File: src/rtl/m00_axis_src_arbiter_pkg.sv
// Shared types and width helpers for the output-stream source arbiter.
// Widths are exposed as functions so every instance can size itself from its own parameters.
package m00_axis_src_arbiter_pkg;

    typedef enum logic {
        IDLE = 1'b0,
        XFER = 1'b1
    } state_t;

    function automatic int f_grant_w(input int n);
        return (n <= 2) ? 1 : $clog2(n);
    endfunction

    function automatic int f_cnt_w(input int m);
        return $clog2(m + 1);
    endfunction

    localparam int NUM_SRC_DEF    = 4;
    localparam int DATA_WIDTH_DEF = 32;
    localparam int MAX_BEATS_DEF  = 1024;
    localparam int GRANT_W        = f_grant_w(NUM_SRC_DEF);
    localparam int CNT_W          = f_cnt_w(MAX_BEATS_DEF);

endpackage

File: src/rtl/m00_axis_src_arbiter_if.sv
// Bundle of source-side, FIFO-write-side and status signals of the arbiter.
// master = the arbiter itself; slave = sources, FIFO and status consumer.
interface m00_axis_src_arbiter_if
    import m00_axis_src_arbiter_pkg::*;
#(
    parameter int NUM_SRC    = NUM_SRC_DEF,
    parameter int DATA_WIDTH = DATA_WIDTH_DEF
) ();
    localparam int GW = f_grant_w(NUM_SRC);

    logic [NUM_SRC-1:0]            src_valid;
    logic [NUM_SRC-1:0]            src_ready;
    logic [NUM_SRC*DATA_WIDTH-1:0] src_data;
    logic [NUM_SRC-1:0]            src_last;
    logic [NUM_SRC-1:0]            src_user;
    logic [NUM_SRC-1:0]            src_enable;
    logic                          fifo_wr_en;
    logic                          fifo_full;
    logic [DATA_WIDTH-1:0]         fifo_data;
    logic                          fifo_last;
    logic                          fifo_user;
    logic                          busy;
    logic [GW-1:0]                 grant_id;
    logic                          pkt_done;
    logic                          trunc_err;
    logic                          trunc_clr;

    modport master (
        input  src_valid, src_data, src_last, src_user, src_enable, fifo_full, trunc_clr,
        output src_ready, fifo_wr_en, fifo_data, fifo_last, fifo_user,
               busy, grant_id, pkt_done, trunc_err
    );

    modport slave (
        output src_valid, src_data, src_last, src_user, src_enable, fifo_full, trunc_clr,
        input  src_ready, fifo_wr_en, fifo_data, fifo_last, fifo_user,
               busy, grant_id, pkt_done, trunc_err
    );

endinterface

File: src/rtl/m00_axis_src_arbiter_rr_pick.sv
// Combinational rotating-priority selector: first set request after i_ptr, wrapping.
// Pure combinational, no state, no backpressure.
module m00_axis_src_arbiter_rr_pick #(
    parameter int NUM_SRC = 4,
    parameter int GW      = 2
) (
    input  logic [NUM_SRC-1:0] i_req,
    input  logic [GW-1:0]      i_ptr,
    output logic               o_found,
    output logic [GW-1:0]      o_index
);
    logic [GW-1:0] w_idx;

    // Walk from the farthest candidate down to ptr+1 so the nearest one wins.
    always_comb begin
        o_found = 1'b0;
        o_index = '0;
        w_idx   = '0;
        for (int k = NUM_SRC; k >= 1; k--) begin
            w_idx = GW'((int'(i_ptr) + k) % NUM_SRC);
            if (i_req[w_idx]) begin
                o_found = 1'b1;
                o_index = w_idx;
            end
        end
    end

endmodule

File: src/rtl/m00_axis_src_arbiter.sv
// Packet round-robin arbiter feeding the output FIFO write port; grant held until last beat.
// First beat one cycle after request; 1 beat/cycle; fifo_full stalls the granted source same cycle.
module m00_axis_src_arbiter
    import m00_axis_src_arbiter_pkg::*;
#(
    parameter int NUM_SRC    = NUM_SRC_DEF,
    parameter int DATA_WIDTH = DATA_WIDTH_DEF,
    parameter int MAX_BEATS  = MAX_BEATS_DEF
) (
    input  logic                    M_AXIS_ACLK,
    input  logic                    M_AXIS_ARESET,
    m00_axis_src_arbiter_if.master  io_arb
);
    localparam int GW = f_grant_w(NUM_SRC);
    localparam int CW = f_cnt_w(MAX_BEATS);
    localparam logic [CW-1:0] CNT_LAST = CW'(MAX_BEATS - 1);

    state_t                  r_state, w_state_nxt;
    logic [GW-1:0]           r_grant, r_rr_ptr, w_pick_idx;
    logic [CW-1:0]           r_beat_cnt;
    logic                    r_pkt_done, r_trunc_err;
    logic                    w_found, w_beat, w_last, w_src_last;
    logic [NUM_SRC-1:0]      w_req, w_src_ready;
    logic [DATA_WIDTH-1:0]   w_data;
    logic                    w_user;

    assign w_req = io_arb.src_valid & io_arb.src_enable;

    m00_axis_src_arbiter_rr_pick #(
        .NUM_SRC (NUM_SRC),
        .GW      (GW)
    ) u_rr_pick (
        .i_req   (w_req),
        .i_ptr   (r_rr_ptr),
        .o_found (w_found),
        .o_index (w_pick_idx)
    );

    always_comb begin
        w_data = '0;
        w_user = 1'b0;
        for (int s = 0; s < NUM_SRC; s++) begin
            if (GW'(s) == r_grant) begin
                w_data = io_arb.src_data[s*DATA_WIDTH +: DATA_WIDTH];
                w_user = io_arb.src_user[s];
            end
        end
    end

    always_ff @(posedge M_AXIS_ACLK or posedge M_AXIS_ARESET) begin
        if (M_AXIS_ARESET) begin
            r_state <= IDLE;
        end else begin
            r_state <= w_state_nxt;
        end
    end

    always_comb begin
        w_state_nxt = r_state;
        w_src_ready = '0;
        w_beat      = 1'b0;
        w_src_last  = io_arb.src_last[r_grant];
        w_last      = w_src_last || (r_beat_cnt == CNT_LAST);
        case (r_state)
            IDLE: begin
                if (w_found) begin
                    w_state_nxt = XFER;
                end
            end
            XFER: begin
                w_src_ready[r_grant] = !io_arb.fifo_full;
                w_beat               = io_arb.src_valid[r_grant] && !io_arb.fifo_full;
                if (w_beat && w_last) begin
                    w_state_nxt = IDLE;
                end
            end
            default: w_state_nxt = IDLE;
        endcase
    end

    // Counter wraps to zero on the closing beat so it never reaches MAX_BEATS.
    always_ff @(posedge M_AXIS_ACLK or posedge M_AXIS_ARESET) begin
        if (M_AXIS_ARESET) begin
            r_grant     <= '0;
            r_rr_ptr    <= GW'(NUM_SRC - 1);
            r_beat_cnt  <= '0;
            r_pkt_done  <= 1'b0;
            r_trunc_err <= 1'b0;
        end else begin
            r_pkt_done <= w_beat && w_last;
            if (r_state == IDLE && w_found) begin
                r_grant    <= w_pick_idx;
                r_beat_cnt <= '0;
            end
            if (w_beat) begin
                if (w_last) begin
                    r_rr_ptr   <= r_grant;
                    r_beat_cnt <= '0;
                end else begin
                    r_beat_cnt <= r_beat_cnt + 1'b1;
                end
            end
            if (w_beat && w_last && !w_src_last) begin
                r_trunc_err <= 1'b1;
            end else if (io_arb.trunc_clr) begin
                r_trunc_err <= 1'b0;
            end
        end
    end

    assign io_arb.src_ready  = w_src_ready;
    assign io_arb.fifo_wr_en = w_beat;
    assign io_arb.fifo_data  = w_data;
    assign io_arb.fifo_user  = w_user;
    assign io_arb.fifo_last  = w_last;
    assign io_arb.busy       = (r_state == XFER);
    assign io_arb.grant_id   = r_grant;
    assign io_arb.pkt_done   = r_pkt_done;
    assign io_arb.trunc_err  = r_trunc_err;

endmodule

File: src/flat_wrapper.sv
// flat-port wrapper written by rule: the top's interface ports become plain ports
module m00_axis_src_arbiter_flat import m00_axis_src_arbiter_pkg::*;
#(
    parameter int NUM_SRC    = NUM_SRC_DEF,
    parameter int DATA_WIDTH = DATA_WIDTH_DEF,
    parameter int MAX_BEATS  = MAX_BEATS_DEF
)
  (M_AXIS_ACLK, M_AXIS_ARESET, io_arb_src_valid, io_arb_src_data, io_arb_src_last, io_arb_src_user, io_arb_src_enable, io_arb_fifo_full, io_arb_trunc_clr, io_arb_src_ready, io_arb_fifo_wr_en, io_arb_fifo_data, io_arb_fifo_last, io_arb_fifo_user, io_arb_busy, io_arb_grant_id, io_arb_pkt_done, io_arb_trunc_err);
  m00_axis_src_arbiter_if #(.NUM_SRC(NUM_SRC), .DATA_WIDTH(DATA_WIDTH)) io_arb_i ();
  input  logic M_AXIS_ACLK;
  input  logic M_AXIS_ARESET;
  input wire logic [$bits(io_arb_i.src_valid)-1:0] io_arb_src_valid;
  input wire logic [$bits(io_arb_i.src_data)-1:0] io_arb_src_data;
  input wire logic [$bits(io_arb_i.src_last)-1:0] io_arb_src_last;
  input wire logic [$bits(io_arb_i.src_user)-1:0] io_arb_src_user;
  input wire logic [$bits(io_arb_i.src_enable)-1:0] io_arb_src_enable;
  input wire logic [$bits(io_arb_i.fifo_full)-1:0] io_arb_fifo_full;
  input wire logic [$bits(io_arb_i.trunc_clr)-1:0] io_arb_trunc_clr;
  output wire logic [$bits(io_arb_i.src_ready)-1:0] io_arb_src_ready;
  output wire logic [$bits(io_arb_i.fifo_wr_en)-1:0] io_arb_fifo_wr_en;
  output wire logic [$bits(io_arb_i.fifo_data)-1:0] io_arb_fifo_data;
  output wire logic [$bits(io_arb_i.fifo_last)-1:0] io_arb_fifo_last;
  output wire logic [$bits(io_arb_i.fifo_user)-1:0] io_arb_fifo_user;
  output wire logic [$bits(io_arb_i.busy)-1:0] io_arb_busy;
  output wire logic [$bits(io_arb_i.grant_id)-1:0] io_arb_grant_id;
  output wire logic [$bits(io_arb_i.pkt_done)-1:0] io_arb_pkt_done;
  output wire logic [$bits(io_arb_i.trunc_err)-1:0] io_arb_trunc_err;
  assign io_arb_i.src_valid = io_arb_src_valid;
  assign io_arb_i.src_data = io_arb_src_data;
  assign io_arb_i.src_last = io_arb_src_last;
  assign io_arb_i.src_user = io_arb_src_user;
  assign io_arb_i.src_enable = io_arb_src_enable;
  assign io_arb_i.fifo_full = io_arb_fifo_full;
  assign io_arb_i.trunc_clr = io_arb_trunc_clr;
  assign io_arb_src_ready = io_arb_i.src_ready;
  assign io_arb_fifo_wr_en = io_arb_i.fifo_wr_en;
  assign io_arb_fifo_data = io_arb_i.fifo_data;
  assign io_arb_fifo_last = io_arb_i.fifo_last;
  assign io_arb_fifo_user = io_arb_i.fifo_user;
  assign io_arb_busy = io_arb_i.busy;
  assign io_arb_grant_id = io_arb_i.grant_id;
  assign io_arb_pkt_done = io_arb_i.pkt_done;
  assign io_arb_trunc_err = io_arb_i.trunc_err;
  m00_axis_src_arbiter #(.NUM_SRC(NUM_SRC), .DATA_WIDTH(DATA_WIDTH), .MAX_BEATS(MAX_BEATS)) u_core (.M_AXIS_ACLK(M_AXIS_ACLK), .M_AXIS_ARESET(M_AXIS_ARESET), .io_arb(io_arb_i));
endmodule
File: config.mk
export PLATFORM = sky130hd
export DESIGN_NAME = m00_axis_src_arbiter_flat
export DESIGN_NICKNAME = d
export VERILOG_FILES = /design/src/rtl/m00_axis_src_arbiter_pkg.sv /design/src/rtl/m00_axis_src_arbiter_if.sv /design/src/rtl/m00_axis_src_arbiter_rr_pick.sv /design/src/rtl/m00_axis_src_arbiter.sv /design/src/flat_wrapper.sv
export SDC_FILE = /design/constraint.sdc
export NUM_CORES = 1
export LEC_CHECK = 0
export CORE_UTILIZATION = 30
export CTS_BUF_LIST = sky130_fd_sc_hd__clkbuf_4
export DETAILED_ROUTE_END_ITERATION = 16
export GPL_ROUTABILITY_DRIVEN = 0
export GPL_TIMING_DRIVEN = 0
export MAX_ROUTING_LAYER = met4
export PLACE_DENSITY = 0.9
export SYNTH_ARGS = -nofsm -noshare
export SYNTH_HDL_FRONTEND = slang
export SYNTH_SLANG_ARGS = --single-unit
export TNS_END_PERCENT = 1
File: constraint.sdc
create_clock -name M_AXIS_ACLK -period 2.05 [get_ports M_AXIS_ACLK]
set_input_delay 0.3075 -clock M_AXIS_ACLK [delete_from_list [all_inputs] [get_ports M_AXIS_ACLK]]
set_output_delay 0.3075 -clock M_AXIS_ACLK [all_outputs]
set_load 0.02 [all_outputs]
==> out/results.tsv, run 1 <==
stage	metric	value	unit
cells_and_area	fin util	0.651	
clocking	CTS Buffer Depth	2	
cells_and_area	Antenna Cells	0	
floorplan	Die X	80.2	µm
detailed_routing	WL final	8.67	mm
synth	cell taking the most area after synthesis	mux4_2	
synth	number of synthesized register bits	18	
clocking	root buffer cell	clkbuf_4	
sta	final worst setup slack	-75.9	ps
sta	Final Setup Violations	3	
power_and_ir_drop	peak supply drop	0.641	mV
placed_design	Inst Count DP	423	
cells_and_area	Layout Cells excl Fill	432	
worst_setup_path	WP buf/inv	2	
detailed_routing	DR vias	2304	
clocking	CTS tree	yes	
worst_setup_path	CP Cell Sequence	buf_4, mux4_2, or2_2, buf_2	
synth	post-synth top area share	0.405	
detailed_routing	DR WL/cell	20.1	µm
floorplan	die span in y	80.2	µm
power_and_ir_drop	power density over the cells	1010	nW/µm²
sta	Final Hold Fails	0	
sta	f_max	470	MHz
floorplan	core footprint	5920	µm²
synth	number of synthesized flops with an enable pin	0	
global_routing	largest net degree at the start of global routing	19	
synth	Yosys Warn Count	0	
synth	most common library cells after synthesis	mux4_2 (33), dfrtp_1 (16), nand2_1 (13), nor2_1 (13), o21ai_0 (10)	
synth	Avg Synthesized Cell Area	11.7	µm²
detailed_routing	number of DRC markers in iteration 0	102	
global_routing	antenna violations before repair	0	
clocking	Worst-Skew Late Latency	300	ps
worst_setup_path	CP peak stage delay	520	ps
cells_and_area	synth-to-layout area growth	110	%
floorplan	I/O pin count	192	
sta	final hold slack	387	ps
synth	Cells after Synth	157	
synth	syn_nets	306	
synth	top cells by area, synth	mux4_2 (41%), dfrtp_1 (22%), dfstp_2 (2.9%), o21ai_0 (2.7%), nand2_1 (2.7%)	
worst_setup_path	CP Class	reg -> out	
outcome	failing checks	setup timing	
synth	Most used DFF post-synth	dfrtp_1	
sta	final period utilization	1.04	
worst_setup_path	CP required	1740	ps
job	max-cap check violation count	0	
global_routing	first-pass GRT wire length	11.9	mm
global_routing	gr ovfl total	0	
sta	Final min period	2130	ps
floorplan	Initial Util	0.310	
sta	Worst Skew	1.87	ps
sta	RSZ-0062 raised after global routing	true	
global_routing	gr usage total	0.258	
synth	Cell Area, Synth	1830	µm²
global_routing	vias in the first global route	2260	
placed_design	PortBufs	191	
worst_setup_path	slowest cell on the critical path	mux4_2	
sta	Setup TNS	-155	ps
synth	top-count cell post-synth	mux4_2	
detailed_routing	residual DRC count	0	
clocking	clock slew at reported path FFs	100	ps
cells_and_area	layout cell share with drive strength beyond 1	0.272	
floorplan	Die Area	6430	µm²
synth	Async S/R FF share, synth	1.00	
detailed_routing	1st-pass router iterations	4	
sta	Slew headroom	0.561	
worst_setup_path	CP Data Arrival Time	1820	ps
power_and_ir_drop	LEAKAGE	1.54	nW
power_and_ir_drop	Power Total	3.91	mW
clocking	CTS Hold Bufs	0	
placed_design	hpwl dp	7.47	mm
cells_and_area	Layout Nets	507	
detailed_routing	routed vias/inst	5.33	
min_path	Hold WC Path Type	in -> async	
clocking	CTS Sinks	18	
clocking	H-tree lvl count	1	
synth	Unique masters post-synth	38	
sta	Slew Viols, Final	0	
worst_setup_path	CP top delay family	multiplexers	
clocking	CTS Buf Count	3	
detailed_routing	post-route ant nets	0	
worst_setup_path	CP endpoint kind	primary output	
worst_setup_path	Critical Path Start Type	flip-flop	
outcome	status	complete, but fails checks	
floorplan	# rows	28	
sta	Tightest Pin Transition	657	ps
worst_setup_path	Critical Path Fanout Max	3	
synth	sequential element share of the synthesized area	0.247	
[path summary, 6_finish.rpt]
kind | from | cells after the start | slack [ps] | to
max | u_core.io_arb.grant_id[0]$_DFFE_PP0P_ | 4 | -80 | io_arb_fifo_last
max in group asynchronous | M_AXIS_ARESET | 2 | 1200 | u_core.io_arb.grant_id[0]$_DFFE_PP0P_
min in group M_AXIS_ACLK | u_core.r_beat_cnt[10]$_DFFE_PP0P_ | 1 | 490 | u_core.r_beat_cnt[10]$_DFFE_PP0P_
min | M_AXIS_ARESET | 2 | 390 | u_core.r_beat_cnt[3]$_DFFE_PP0P_
min reg2reg | u_core.r_beat_cnt[10]$_DFFE_PP0P_ | 1 | 490 | u_core.r_beat_cnt[10]$_DFFE_PP0P_
max reg2reg | u_core.io_arb.grant_id[0]$_DFFE_PP0P_ | 6 | 70 | u_core.r_beat_cnt[9]$_DFFE_PP0P_
[routing by layer]
layer,up-vias,part of all wire,global-route usage
li1,1043,-,-
met1,1108,0.35,0.270
met2,130,0.52,0.468
met3,23,0.099,0.0659
met4,0,0.032,0.0911
met5,-,0,-
[registers in the layout (all words and copies together), names as in the netlist]
| name | count |
|---|---|
| u_core.r_beat_cnt | 11 |
| u_core.io_arb.grant_id | 2 |
| u_core.r_rr_ptr | 2 |
| u_core.io_arb.busy | 1 |
| u_core.io_arb.pkt_done | 1 |
| u_core.io_arb.trunc_err | 1 |
[through the flow]
stage / area [µm²] / setup slack, ps
final: 3850 / -75.9
after global routing: 3850 / -142
after CTS: 3910 / -231
after detailed placement: 3840 / -683
after global placement: 3840 / -645
after floorplan: 1830 / -34.9
[cell families after synthesis]
group	after synthesis	share of synthesized area
xor gates and xnor gates	2	0.00956
and+or+nand+nor	51	0.145
buffers and inverters	17	0.0403
DFF	18	0.247
muxes	38	0.443
AOI/OAI and AO/OA	30	0.108
adders and majority gates	1	0.00682
[cell usage in the layout, fill, tap and decap left out, types with 4 or more instances in the layout]
cell             instances
a21oi_1                  5
clkbuf_2                11
o21ai_0                 10
buf_12                   4
nor2_1                  13
nand3_1                  8
clkdlybuf4s50_1        152
buf_2                   17
nand2_1                 13
mux4_2                  34
dfrtp_1                 14
buf_4                    9
buf_6                    4
inv_1                    7
clkdlybuf4s15_1          5
[report_power, final]
part           internal [mW]  switching (mW)  total (mW)
sequential             0.445          0.0856       0.530
clock                 0.0711           0.112       0.183
combinational           1.64            1.56        3.20
total                   2.15            1.76        3.91
[timing repair]
item,4_1_cts,5_1_grt
cloned,0,0
resized for setup,93,75
endpoints found under the setup margin,45,43
buffers inserted,3,2
pin swaps,5,1
[final cells by class]
type | instances | area [µm²]
Tap cell | 75 | 93.8
Clock inverter | 1 | 3.75
Inverter | 8 | 30.0
Sequential cell | 18 | 455
Timing Repair Buffer | 196 | 1820
Clock buffer | 3 | 22.5
Multi-Input combinational cell | 122 | 1310
Fill cell | 461 | 2070
Buffer | 9 | 119
(Power assumes the default switching activity.)
==> run 2, diff against run 1 <==
Settings changed: PLACE_DENSITY 0.9 to 0.84.
==> out/results.tsv, run 2 (synthesis gave the netlist of run 1 again) <==
stage	metric	value	unit	change
global_routing	M1 GR Usage	0.284		was 0.270
worst_setup_path	CP top delay family	flip-flops		was multiplexers
outcome	status	complete, but fails checks		unchanged
power_and_ir_drop	Seq pwr share	0.137		was 0.136
global_routing	gr usage total	0.280		was 0.258
worst_setup_path	CP Cell Sequence	buf_12, or3b_4, o22a_4, inv_4, buf_6		was buf_4, mux4_2, or2_2, buf_2
sta	Tightest Pin Transition	671	ps	was 657 ps
min_path	Hold WC Path Type	in -> async		unchanged
sta	final period utilization	1.01		was 1.04
power_and_ir_drop	power density over the cells	1030	nW/µm²	was 1010 nW/µm²
global_routing	vias in the first global route	2327		was 2260
clocking	CTS Buffer Depth	2		unchanged
worst_setup_path	R2R setup slack	60	ps	was 70 ps
job	max-cap check violation count	0		unchanged
worst_setup_path	slowest cell on the critical path	dfrtp_2		was mux4_2
cells_and_area	most frequent cells in the layout	clkdlybuf4s50_1 (152), mux4_2 (34), buf_2 (29), dfrtp_1 (14)		was clkdlybuf4s50_1 (152), mux4_2 (34), buf_2 (17), dfrtp_1 (14)
floorplan	I/O pin count	192		unchanged
sta	final hold slack	394	ps	was 387 ps
sta	Final Hold Fails	0		unchanged
worst_setup_path	R2R depth	6		unchanged
placed_design	placed inst area	3840	µm²	unchanged
power_and_ir_drop	Pint	2.17	mW	was 2.15 mW
global_routing	antenna violations before repair	0		unchanged
floorplan	Initial Util	0.310		unchanged
cells_and_area	Layout Cells excl Fill	433		was 432
worst_setup_path	R2R Path Start	u_core.io_arb.grant_id[0]$_DFFE_PP0P_		unchanged
clocking	root buffer cell	clkbuf_4		unchanged
cells_and_area	layout cell share with drive strength beyond 1	0.288		was 0.272
placed_design	hpwl dp	7.76	mm	was 7.47 mm
detailed_routing	routed vias/inst	5.38		was 5.33
power_and_ir_drop	combinational share of power	0.817		was 0.818
worst_setup_path	CP Depth	5		was 4
worst_setup_path	CP required	1740	ps	about the same
detailed_routing	number of DRC markers in iteration 0	115		was 102
worst_setup_path	worst r2r dst	u_core.r_beat_cnt[9]$_DFFE_PP0P_		unchanged
cells_and_area	Antenna Cells	0		unchanged
placed_design	Inst Count DP	423		unchanged
power_and_ir_drop	Net Sw Power	1.78	mW	was 1.76 mW
worst_setup_path	Critical Path Fanout Max	6		was 3
clocking	CTS Buf Count	3		unchanged
global_routing	largest net degree at the start of global routing	19		unchanged
detailed_routing	WL final	9.08	mm	was 8.67 mm
floorplan	die span in y	80.2	µm	unchanged
floorplan	Die X	80.2	µm	unchanged
global_routing	grt met3 use	0.0955		was 0.0659
global_routing	most used routing layer	met2		unchanged
cells_and_area	Layout Nets	508		was 507
cells_and_area	commonest non-fill, non-tap cell in the layout	clkdlybuf4s50_1		unchanged
sta	Slew Viols, Final	0		unchanged
worst_setup_path	CP Data Arrival Time	1770	ps	was 1820 ps
clocking	Worst-Skew Late Latency	300	ps	about the same
detailed_routing	DR WL/cell	21.0	µm	was 20.1 µm
floorplan	Die Area	6430	µm²	unchanged
worst_setup_path	CP endpoint kind	primary output		unchanged
sta	Worst Skew	5.67	ps	was 1.87 ps
cells_and_area	synth-to-layout area growth	110	%	about the same
floorplan	core footprint	5920	µm²	unchanged
placed_design	PortBufs	191		unchanged
sta	Final Setup Violations	1		was 3
power_and_ir_drop	Switching Share	0.451		was 0.449
clocking	CTS Sinks	18		unchanged
outcome	failing checks	setup timing		unchanged
cells_and_area	fillers	465		was 461
sta	RSZ-0062 raised after global routing	true		unchanged
power_and_ir_drop	part of the power in the clock network	0.046		was 0.047
detailed_routing	DR vias	2328		was 2304
global_routing	first-pass GRT wire length	12.6	mm	was 11.9 mm
cells_and_area	Largest register FFs	11		unchanged
global_routing	met2 Use GR	0.491		was 0.468
sta	Final min period	2070	ps	was 2130 ps
power_and_ir_drop	LEAKAGE	1.55	nW	was 1.54 nW
power_and_ir_drop	Power Total	3.96	mW	was 3.91 mW
worst_setup_path	Setup crit start	u_core.io_arb.grant_id[0]$_DFFE_PP0P_		unchanged
floorplan	# rows	28		unchanged
worst_setup_path	CP peak stage delay	470	ps	was 520 ps
detailed_routing	post-route ant nets	0		unchanged
sta	Slew headroom	0.552		was 0.561
worst_setup_path	Critical Path Start Type	flip-flop		unchanged
detailed_routing	1st-pass router iterations	4		unchanged
global_routing	gr ovfl total	0		unchanged
sta	final worst setup slack	-23.6	ps	was -75.9 ps
worst_setup_path	CP Class	reg -> out		unchanged
detailed_routing	residual DRC count	0		unchanged
clocking	CTS tree	yes		unchanged
power_and_ir_drop	peak supply drop	0.563	mV	was 0.641 mV
cells_and_area	Final Instance Area	3850	µm²	about the same
clocking	clock slew at reported path FFs	100	ps	about the same
sta	f_max	482	MHz	was 470 MHz
clocking	CTS Hold Bufs	0		unchanged
cells_and_area	Most flops, register	u_core.r_beat_cnt		unchanged
worst_setup_path	WP buf/inv	3		was 2
clocking	H-tree lvl count	1		unchanged
==> run 2: how the worst max path moves through the flow <==
stage	slack [ps]	end
after floorplan	-30	io_arb_fifo_data[23]
after global placement	-660	io_arb_fifo_data[25]
after detailed placement	-690	io_arb_fifo_data[29]
after CTS	-220	io_arb_fifo_data[4]
after global routing	-80	io_arb_fifo_wr_en
final	-20	io_arb_fifo_wr_en
==> run 2: repair_timing <==
action | 4_1_cts | 5_1_grt
endpoints found under the setup margin | 46 | 47
resized for setup | 72 | 118
gates cloned | 0 | 1
pin swaps | 1 | 6
buffers inserted | 3 | 2
==> run 2: layer usage <==
metal	vias up	wire [µm]
met3	34	873
met5	-	0
li1	1038	-
met1	1132	3170
met4	0	327
met2	124	4710
==> run 2: worst reg2reg max path, stage by stage (launching register included) <==
cell	delay, ps
dfrtp_2	470
buf_12	160
or3b_4	400
o22a_4	250
or2_1	230
or3_1	340
nand3_1	80
==> run 2: power groups by stage <==
stage,logic (mW),registers (mW),clock network [mW]
final,3.23,0.543,0.182
after CTS,3.13,0.530,0.183
after detailed placement,3.29,0.538,0
after global routing,3.43,0.558,0.198
after global placement,3.26,0.533,0
after floorplan,1.85,0.559,0
==> run 2: area by class of cell <==
| cell class | instances | area [µm²] | area share |
|---|---|---|---|
| inverters | 8 | 32.5 | 0.00846 |
| multi-input cells | 122 | 1310 | 0.341 |
| well taps | 75 | 93.8 | 0.0244 |
| repair buffers | 197 | 1810 | 0.470 |
| clock buffers | 3 | 22.5 | 0.00585 |
| plain buffers | 9 | 118 | 0.0306 |
| clock inverters | 1 | 3.75 | 0.000976 |
| flip-flops and latches | 18 | 455 | 0.118 |
==> run 2: stage by stage <==
step | util | setup TNS, ps | worst slack [ps]
after floorplan | - | -311 | -34.9
after global placement | 0.649 | -19480 | -662
after detailed placement | 0.649 | -20080 | -686
after CTS | 0.656 | -5530 | -221
after global routing | 0.650 | -1300 | -75.2
final | 0.650 | -23.6 | -23.6
